$ cat src/rtl/video_pattern_source_pkg.sv
// Shared types, default 1080p raster timing and the colour-bar table
// for the CeNN test-pattern source.
package cenn_video_pkg;

    typedef enum logic [1:0] {PAT_FLAT, PAT_RAMP, PAT_BARS, PAT_CHECK} pattern_t;
    typedef enum logic [1:0] {IDLE, RUN, DRAIN} state_t;

    localparam int def_h_active = 1920;
    localparam int def_h_front  = 88;
    localparam int def_h_sync   = 44;
    localparam int def_h_back   = 148;
    localparam int def_v_active = 1080;
    localparam int def_v_front  = 4;
    localparam int def_v_sync   = 5;
    localparam int def_v_back   = 36;

    localparam int h_total  = def_h_active + def_h_front + def_h_sync + def_h_back;
    localparam int v_total  = def_v_active + def_v_front + def_v_sync + def_v_back;
    localparam int hs_start = def_h_active + def_h_front;
    localparam int hs_end   = hs_start + def_h_sync - 1;
    localparam int vs_start = def_v_active + def_v_front;
    localparam int vs_end   = vs_start + def_v_sync - 1;

    // {R, G, B} full-scale flags: white, yellow, cyan, green, magenta, red, blue, black
    localparam logic [2:0] bar_table [8] = '{
        3'b111, 3'b110, 3'b011, 3'b010, 3'b101, 3'b100, 3'b001, 3'b000
    };

    localparam int ramp_shift = 32;

    // Rounded-up reciprocal keeps (n * recip) >> 32 equal to n / d for every ramp input.
    function automatic logic [63:0] ramp_recip(input int unsigned d);
        return ((64'd1 << ramp_shift) + 64'(d) - 64'd1) / 64'(d);
    endfunction

endpackage

$ cat src/rtl/video_pattern_source_pattern_gen.sv
// Combinational pixel colour for one active position; the parent registers
// the result together with de and the sync outputs.
module pattern_gen
    import cenn_video_pkg::*;
#(
    parameter int width_RGB    = 8,
    parameter int h_active     = def_h_active,
    parameter int checker_log2 = 6
) (
    input  logic [10:0]          x,
    input  logic [10:0]          y,
    input  pattern_t             pat,
    input  logic [7:0]           frame_cnt,
    output logic [width_RGB-1:0] R,
    output logic [width_RGB-1:0] G,
    output logic [width_RGB-1:0] B
);

    localparam logic [63:0] max_val = 64'((1 << width_RGB) - 1);
    localparam logic [63:0] recip   = ramp_recip(h_active - 1);
    localparam int          bar_w   = h_active / 8;
    localparam logic [width_RGB-1:0] mid_grey = {1'b1, {(width_RGB-1){1'b0}}};

    logic [63:0]          ramp_prod;
    logic [width_RGB-1:0] ramp;
    logic [2:0]           bar_rgb;
    logic                 chk;

    always_comb begin
        // NOTE: every output gets a default first so no latch can be inferred.
        R = '0;
        G = '0;
        B = '0;
        ramp_prod = 64'(x) * max_val * recip;
        ramp      = width_RGB'(ramp_prod >> ramp_shift);
        bar_rgb   = bar_table[3'(x / 11'(bar_w))];
        chk       = 1'(((x + 11'(frame_cnt)) >> checker_log2) ^ (y >> checker_log2));
        case (pat)
            PAT_FLAT: begin
                R = mid_grey;
                G = mid_grey;
                B = mid_grey;
            end
            PAT_RAMP: begin
                R = ramp;
                G = ramp;
                B = ramp;
            end
            PAT_BARS: begin
                R = {width_RGB{bar_rgb[2]}};
                G = {width_RGB{bar_rgb[1]}};
                B = {width_RGB{bar_rgb[0]}};
            end
            PAT_CHECK: begin
                R = {width_RGB{chk}};
                G = {width_RGB{chk}};
                B = {width_RGB{chk}};
            end
            default: ;
        endcase
    end

endmodule

$ cat src/rtl/video_pattern_source.sv
// Raster timing generator and registered test-pattern pixel stream.
// Pattern selection and stop requests only take effect at frame boundaries.
module video_pattern_source
    import cenn_video_pkg::*;
#(
    parameter int width_RGB    = 8,
    parameter int h_active     = def_h_active,
    parameter int h_front      = def_h_front,
    parameter int h_sync       = def_h_sync,
    parameter int h_back       = def_h_back,
    parameter int v_active     = def_v_active,
    parameter int v_front      = def_v_front,
    parameter int v_sync       = def_v_sync,
    parameter int v_back       = def_v_back,
    parameter int checker_log2 = 6
) (
    input  logic                 clk,
    input  logic                 rst_n,
    input  logic                 en,
    input  logic [1:0]           pattern_sel,
    output logic [width_RGB-1:0] R,
    output logic [width_RGB-1:0] G,
    output logic [width_RGB-1:0] B,
    output logic                 de,
    output logic                 hsync,
    output logic                 vsync,
    output logic                 sof,
    output logic [10:0]          x,
    output logic [10:0]          y,
    output logic                 busy
);

    localparam logic [11:0] h_act    = 12'(h_active);
    localparam logic [11:0] v_act    = 12'(v_active);
    localparam logic [11:0] h_last   = 12'(h_active + h_front + h_sync + h_back - 1);
    localparam logic [11:0] v_last   = 12'(v_active + v_front + v_sync + v_back - 1);
    localparam logic [11:0] hs_first = 12'(h_active + h_front);
    localparam logic [11:0] hs_final = 12'(h_active + h_front + h_sync - 1);
    localparam logic [11:0] vs_first = 12'(v_active + v_front);
    localparam logic [11:0] vs_final = 12'(v_active + v_front + v_sync - 1);

    state_t               state;
    pattern_t             pat_q;
    logic [11:0]          h_cnt;
    logic [11:0]          v_cnt;
    logic [7:0]           frame_cnt;
    logic                 running;
    logic                 active;
    logic                 frame_end;
    logic [10:0]          px;
    logic [10:0]          py;
    logic [width_RGB-1:0] r_gen;
    logic [width_RGB-1:0] g_gen;
    logic [width_RGB-1:0] b_gen;

    always_comb begin
        running   = (state != IDLE);
        active    = running && (h_cnt < h_act) && (v_cnt < v_act);
        frame_end = running && (h_cnt == h_last) && (v_cnt == v_last);
        px        = active ? h_cnt[10:0] : '0;
        py        = active ? v_cnt[10:0] : '0;
    end

    pattern_gen #(
        .width_RGB    (width_RGB),
        .h_active     (h_active),
        .checker_log2 (checker_log2)
    ) u_pattern_gen (
        .x         (px),
        .y         (py),
        .pat       (pat_q),
        .frame_cnt (frame_cnt),
        .R         (r_gen),
        .G         (g_gen),
        .B         (b_gen)
    );

    // NOTE: all sequential state uses non-blocking assignments only.
    always_ff @(posedge clk) begin
        if (!rst_n) begin
            state     <= IDLE;
            pat_q     <= PAT_FLAT;
            h_cnt     <= '0;
            v_cnt     <= '0;
            frame_cnt <= '0;
            R         <= '0;
            G         <= '0;
            B         <= '0;
            de        <= 1'b0;
            hsync     <= 1'b0;
            vsync     <= 1'b0;
            sof       <= 1'b0;
            x         <= '0;
            y         <= '0;
            busy      <= 1'b0;
        end else begin
            de    <= active;
            hsync <= running && (h_cnt >= hs_first) && (h_cnt <= hs_final);
            vsync <= running && (v_cnt >= vs_first) && (v_cnt <= vs_final);
            sof   <= running && (h_cnt == '0) && (v_cnt == '0);
            x     <= px;
            y     <= py;
            R     <= active ? r_gen : '0;
            G     <= active ? g_gen : '0;
            B     <= active ? b_gen : '0;

            if (running) begin
                if (h_cnt == h_last) begin
                    h_cnt <= '0;
                    v_cnt <= (v_cnt == v_last) ? '0 : v_cnt + 12'd1;
                end else begin
                    h_cnt <= h_cnt + 12'd1;
                end
            end

            // Frame boundary: a wrap of both counters, or leaving IDLE.
            if (frame_end || (state == IDLE && en)) begin
                pat_q     <= pattern_t'(pattern_sel);
                frame_cnt <= frame_cnt + 8'd1;
            end

            case (state)
                IDLE: begin
                    state <= en ? RUN : IDLE;
                    busy  <= en;
                end
                RUN: begin
                    state <= en ? RUN : DRAIN;
                    busy  <= 1'b1;
                end
                DRAIN: begin
                    if (en)             state <= RUN;
                    else if (frame_end) state <= IDLE;
                    busy <= en || !frame_end;
                end
                default: begin
                    state <= IDLE;
                    busy  <= 1'b0;
                end
            endcase
        end
    end

endmodule

$ cat config.mk
export PLATFORM = sky130hd
export DESIGN_NAME = video_pattern_source
export DESIGN_NICKNAME = d
export VERILOG_FILES = /design/src/rtl/video_pattern_source_pkg.sv /design/src/rtl/video_pattern_source_pattern_gen.sv /design/src/rtl/video_pattern_source.sv
export SDC_FILE = /design/constraint.sdc
export NUM_CORES = 1
export LEC_CHECK = 0
export ABC_AREA = 1
export CORE_UTILIZATION = 40
export CTS_CLUSTER_DIAMETER = 200
export DETAILED_ROUTE_END_ITERATION = 6
export GPL_ROUTABILITY_DRIVEN = 0
export SLEW_MARGIN = 20
export SYNTH_ARGS = -nofsm -noshare
export SYNTH_HDL_FRONTEND = slang
export SYNTH_SLANG_ARGS = --single-unit
$ cat constraint.sdc
create_clock -name clk -period 12.68 [get_ports clk]
set_input_delay 2.536 -clock clk [delete_from_list [all_inputs] [get_ports clk]]
set_output_delay 2.536 -clock clk [all_outputs]
set_load 0.01 [all_outputs]
==> flow_metrics.env <==
export IMPL_yosysMostFrequentCell="inv_1"
export IMPL_cts_sinks=86
export IMPL_grt_pass1_vias=9552
export IMPL_setup_tns_ns=0
export IMPL_synth_edf_count=0
export IMPL_arrival_ns=11.34
export IMPL_ir_drop_mv=0.05568
export IMPL_fp_dieH_um=175.6
export IMPL_syn_avg_cell_area_um2=8.140
export IMPL_p_clk_share_pct=36.7
export IMPL_crit_path_top_delay_cell="fa_1"
export IMPL_syn_inst=1481
export IMPL_cp_end_kind="flip-flop"
export IMPL_rows=63
export IMPL_clk_pin_slew_ns=0.08
export IMPL_initial_core_util_pct=40.67
export IMPL_p_leak_uw=0.007582
export IMPL_synth_distinct_cells=51
export IMPL_synthArstFlopShare_pct=0
export IMPL_grt_max_degree=27
export IMPL_coreArea_um2=29640
export IMPL_required_ns=12.92
export IMPL_crit_top_cell="inv_1"
export IMPL_maxSlewHeadroom_pct=33.95
export IMPL_hp_class="reg -> reg"
export IMPL_htreeDepth=3
export IMPL_ys_top_cells_by_count="inv_1, ha_1, nand2_1"
export IMPL_hold_buffers=0
export IMPL_final_area_um2=13390
export IMPL_critical_path_class="reg -> reg"
export IMPL_num_vias=9163
export IMPL_grt_pass1_wl_um=44980
export IMPL_p_per_area_nw_per_um2=53.96
export IMPL_die_w_um=175.6
export IMPL_pwr_share_comb_pct=24.9
export IMPL_finalWirelength_um=25990
export IMPL_wire_per_inst_um=13.41
export IMPL_dp_hpwl_um=22540
export IMPL_top_layer_used="met4"
export IMPL_clk_insertion_delay_late_ns=0.35
export IMPL_finalMaxSlewViolations=0
export IMPL_worstMarginPinSlew_ns=0.9874
export IMPL_cts_setup_buffers=0
export IMPL_crit_fanout=12
export IMPL_ios=56
export IMPL_switching_power_uw=239.4
export IMPL_diodes=0
export IMPL_setup_viol=0
export IMPL_grt_overflow=0
export IMPL_io_buffers=55
export IMPL_drt_first_pass_iters=6
export IMPL_period_minus_slack_ns=11.10
export IMPL_via_per_inst=4.728
export IMPL_start_kind="flip-flop"
export IMPL_finalClockSkew_ns=0.01614
export IMPL_min_period_over_period_pct=87.55
export IMPL_p_int_uw=483.1
export IMPL_holdWs_ns=0.4707
export IMPL_cts_buffers=9
export IMPL_cts_tree="built"
export IMPL_placed_cell_area_um2=13080
export IMPL_synth_seq_area_share_pct=14.28
export IMPL_yosys_most_used_dff="dfxtp_1"
export IMPL_fillers=2951
export IMPL_fin_cells=1938
export IMPL_syn2layout_area_growth_pct=11.06
export IMPL_syn_num_nets=1843
export IMPL_nets=1905
export IMPL_crit_buf_inv=12
export IMPL_route_met2_wl_um=12250
export IMPL_root_buffer="clkbuf_16"
export IMPL_crit_family="adder cells"
export IMPL_drc_errors=0
export IMPL_die_area_um2=30840
export IMPL_max_cap_violations=0
export IMPL_synth_area_um2=12060
export IMPL_ys_warn_count=0
export IMPL_rsz0062_at_grt="false"
export IMPL_synth_area_top_cells="ha_1, fa_1, dfxtp_1, inv_1, nand2_1"
export IMPL_drt_iter0_markers=390
export IMPL_wl_met1_um=12560
export IMPL_track_usage_pct=17.98
export IMPL_ctsResizeCount=0
export IMPL_p_seq_share_pct=38.4
export IMPL_drive_gt1_share_pct=5.233
export IMPL_finalHoldViolCount=0
export IMPL_max_clock_freq_mhz=90.08
export IMPL_clock_path_buffers=2
export IMPL_postRouteAntennaNets=0
export IMPL_wl_met3_um=631
export IMPL_switching_share_pct=33.14
export IMPL_dp_cells=1922
export IMPL_status="finished clean"
export IMPL_ys_ff_latch=86
export IMPL_antenna_found_initial=0
export IMPL_slowest_delay_ns=0.58
export IMPL_synth_top_cell_area_share_pct=24.08
export IMPL_yosysTopAreaCell="ha_1"
-- per-stage QoR --
step	utilization (%)	worst slack (ns)	total power (uW)
floorplan	-	2.616	418.7
global placement	44.14	1.770	465.2
detailed placement	44.14	1.635	468.4
CTS	45.17	1.584	735.4
global route	45.17	0.6747	779.8
finish	45.17	1.579	722.5
-- power groups by stage --
stage | Combinational [uW] | Sequential (uW) | Clock (uW)
floorplan | 134 | 284 | 0
finish | 180 | 277 | 265
global route | 215 | 278 | 287
CTS | 186 | 277 | 272
detailed placement | 185 | 284 | 0
global placement | 182 | 284 | 0
-- final timing paths --
kind,startpoint,endpoint,slack (ns),cells past startpoint
worst max-delay path,state[0]$_SDFFE_PN0P_,B[7]$_SDFF_PN0_,1.58,52
worst min-delay path,frame_cnt[6]$_SDFFE_PN0P_,frame_cnt[6]$_SDFFE_PN0P_,0.47,1
worst max register to register,state[0]$_SDFFE_PN0P_,B[7]$_SDFF_PN0_,1.58,52
worst min register to register,frame_cnt[6]$_SDFFE_PN0P_,frame_cnt[6]$_SDFFE_PN0P_,0.47,1
-- cell usage in the layout (no fill, tap or decap), types with 27 or more instances in the layout --
cell	netlist	final
o21ai_0	36	36
ha_1	232	232
nand2_1	187	187
fa_1	125	125
clkdlybuf4s50_1	0	55
nor2_1	94	93
inv_1	405	405
xor2_1	27	27
dfxtp_1	86	86
nand3_1	44	44
a21oi_1	66	66
-- layout make-up --
cell class | count | area (um2) | area share (%)
Multi-Input combinational cell | 973 | 8740 | 65.27
Sequential cell | 86 | 1722 | 12.86
Inverter | 414 | 1554 | 11.61
Timing Repair Buffer | 59 | 580.6 | 4.336
Tap cell | 390 | 488.0 | 3.645
Clock buffer | 9 | 225.2 | 1.682
Clock inverter | 7 | 80.08 | 0.5981
-- cell families after synthesis --
family                   share of synthesized area (%)
flip-flops                                       14.28
AND/OR/NAND/NOR                                  17.29
XOR/XNOR                                         2.616
adder cells (fa/ha/maj)                          44.84
AO/OA/AOI/OAI                                    7.732
buffers and inverters                            13.24
-- layer usage --
layer  GRT usage [%]  vias to the layer above
met2           31.11                      128
met3           1.732                       26
met1           23.79                     4290
li1                -                     4719
met5               0                        -
met4           4.855                        0
-- worst register-to-register path: cells and delay by family, from the launching register on --
kind / cells / cell delay (ns)
AND/OR/NAND/NOR: 16 / 1.84
adder cells (fa/ha/maj): 12 / 5.18
flip-flops: 1 / 0.36
XOR/XNOR: 1 / 0.31
AO/OA/AOI/OAI: 11 / 2.18
buffers and inverters: 12 / 1.12
-- sequential cells by signal (all words and copies together) (netlist names) --
signal and count:
frame_cnt 7, sof 1, G 8, v_cnt 12
pat_q 2, state 2, h_cnt 12, R 8
B 8, vsync 1, de 1, x 11
hsync 1, busy 1, y 11
Note: power is estimated with default switching activity, not from simulation.
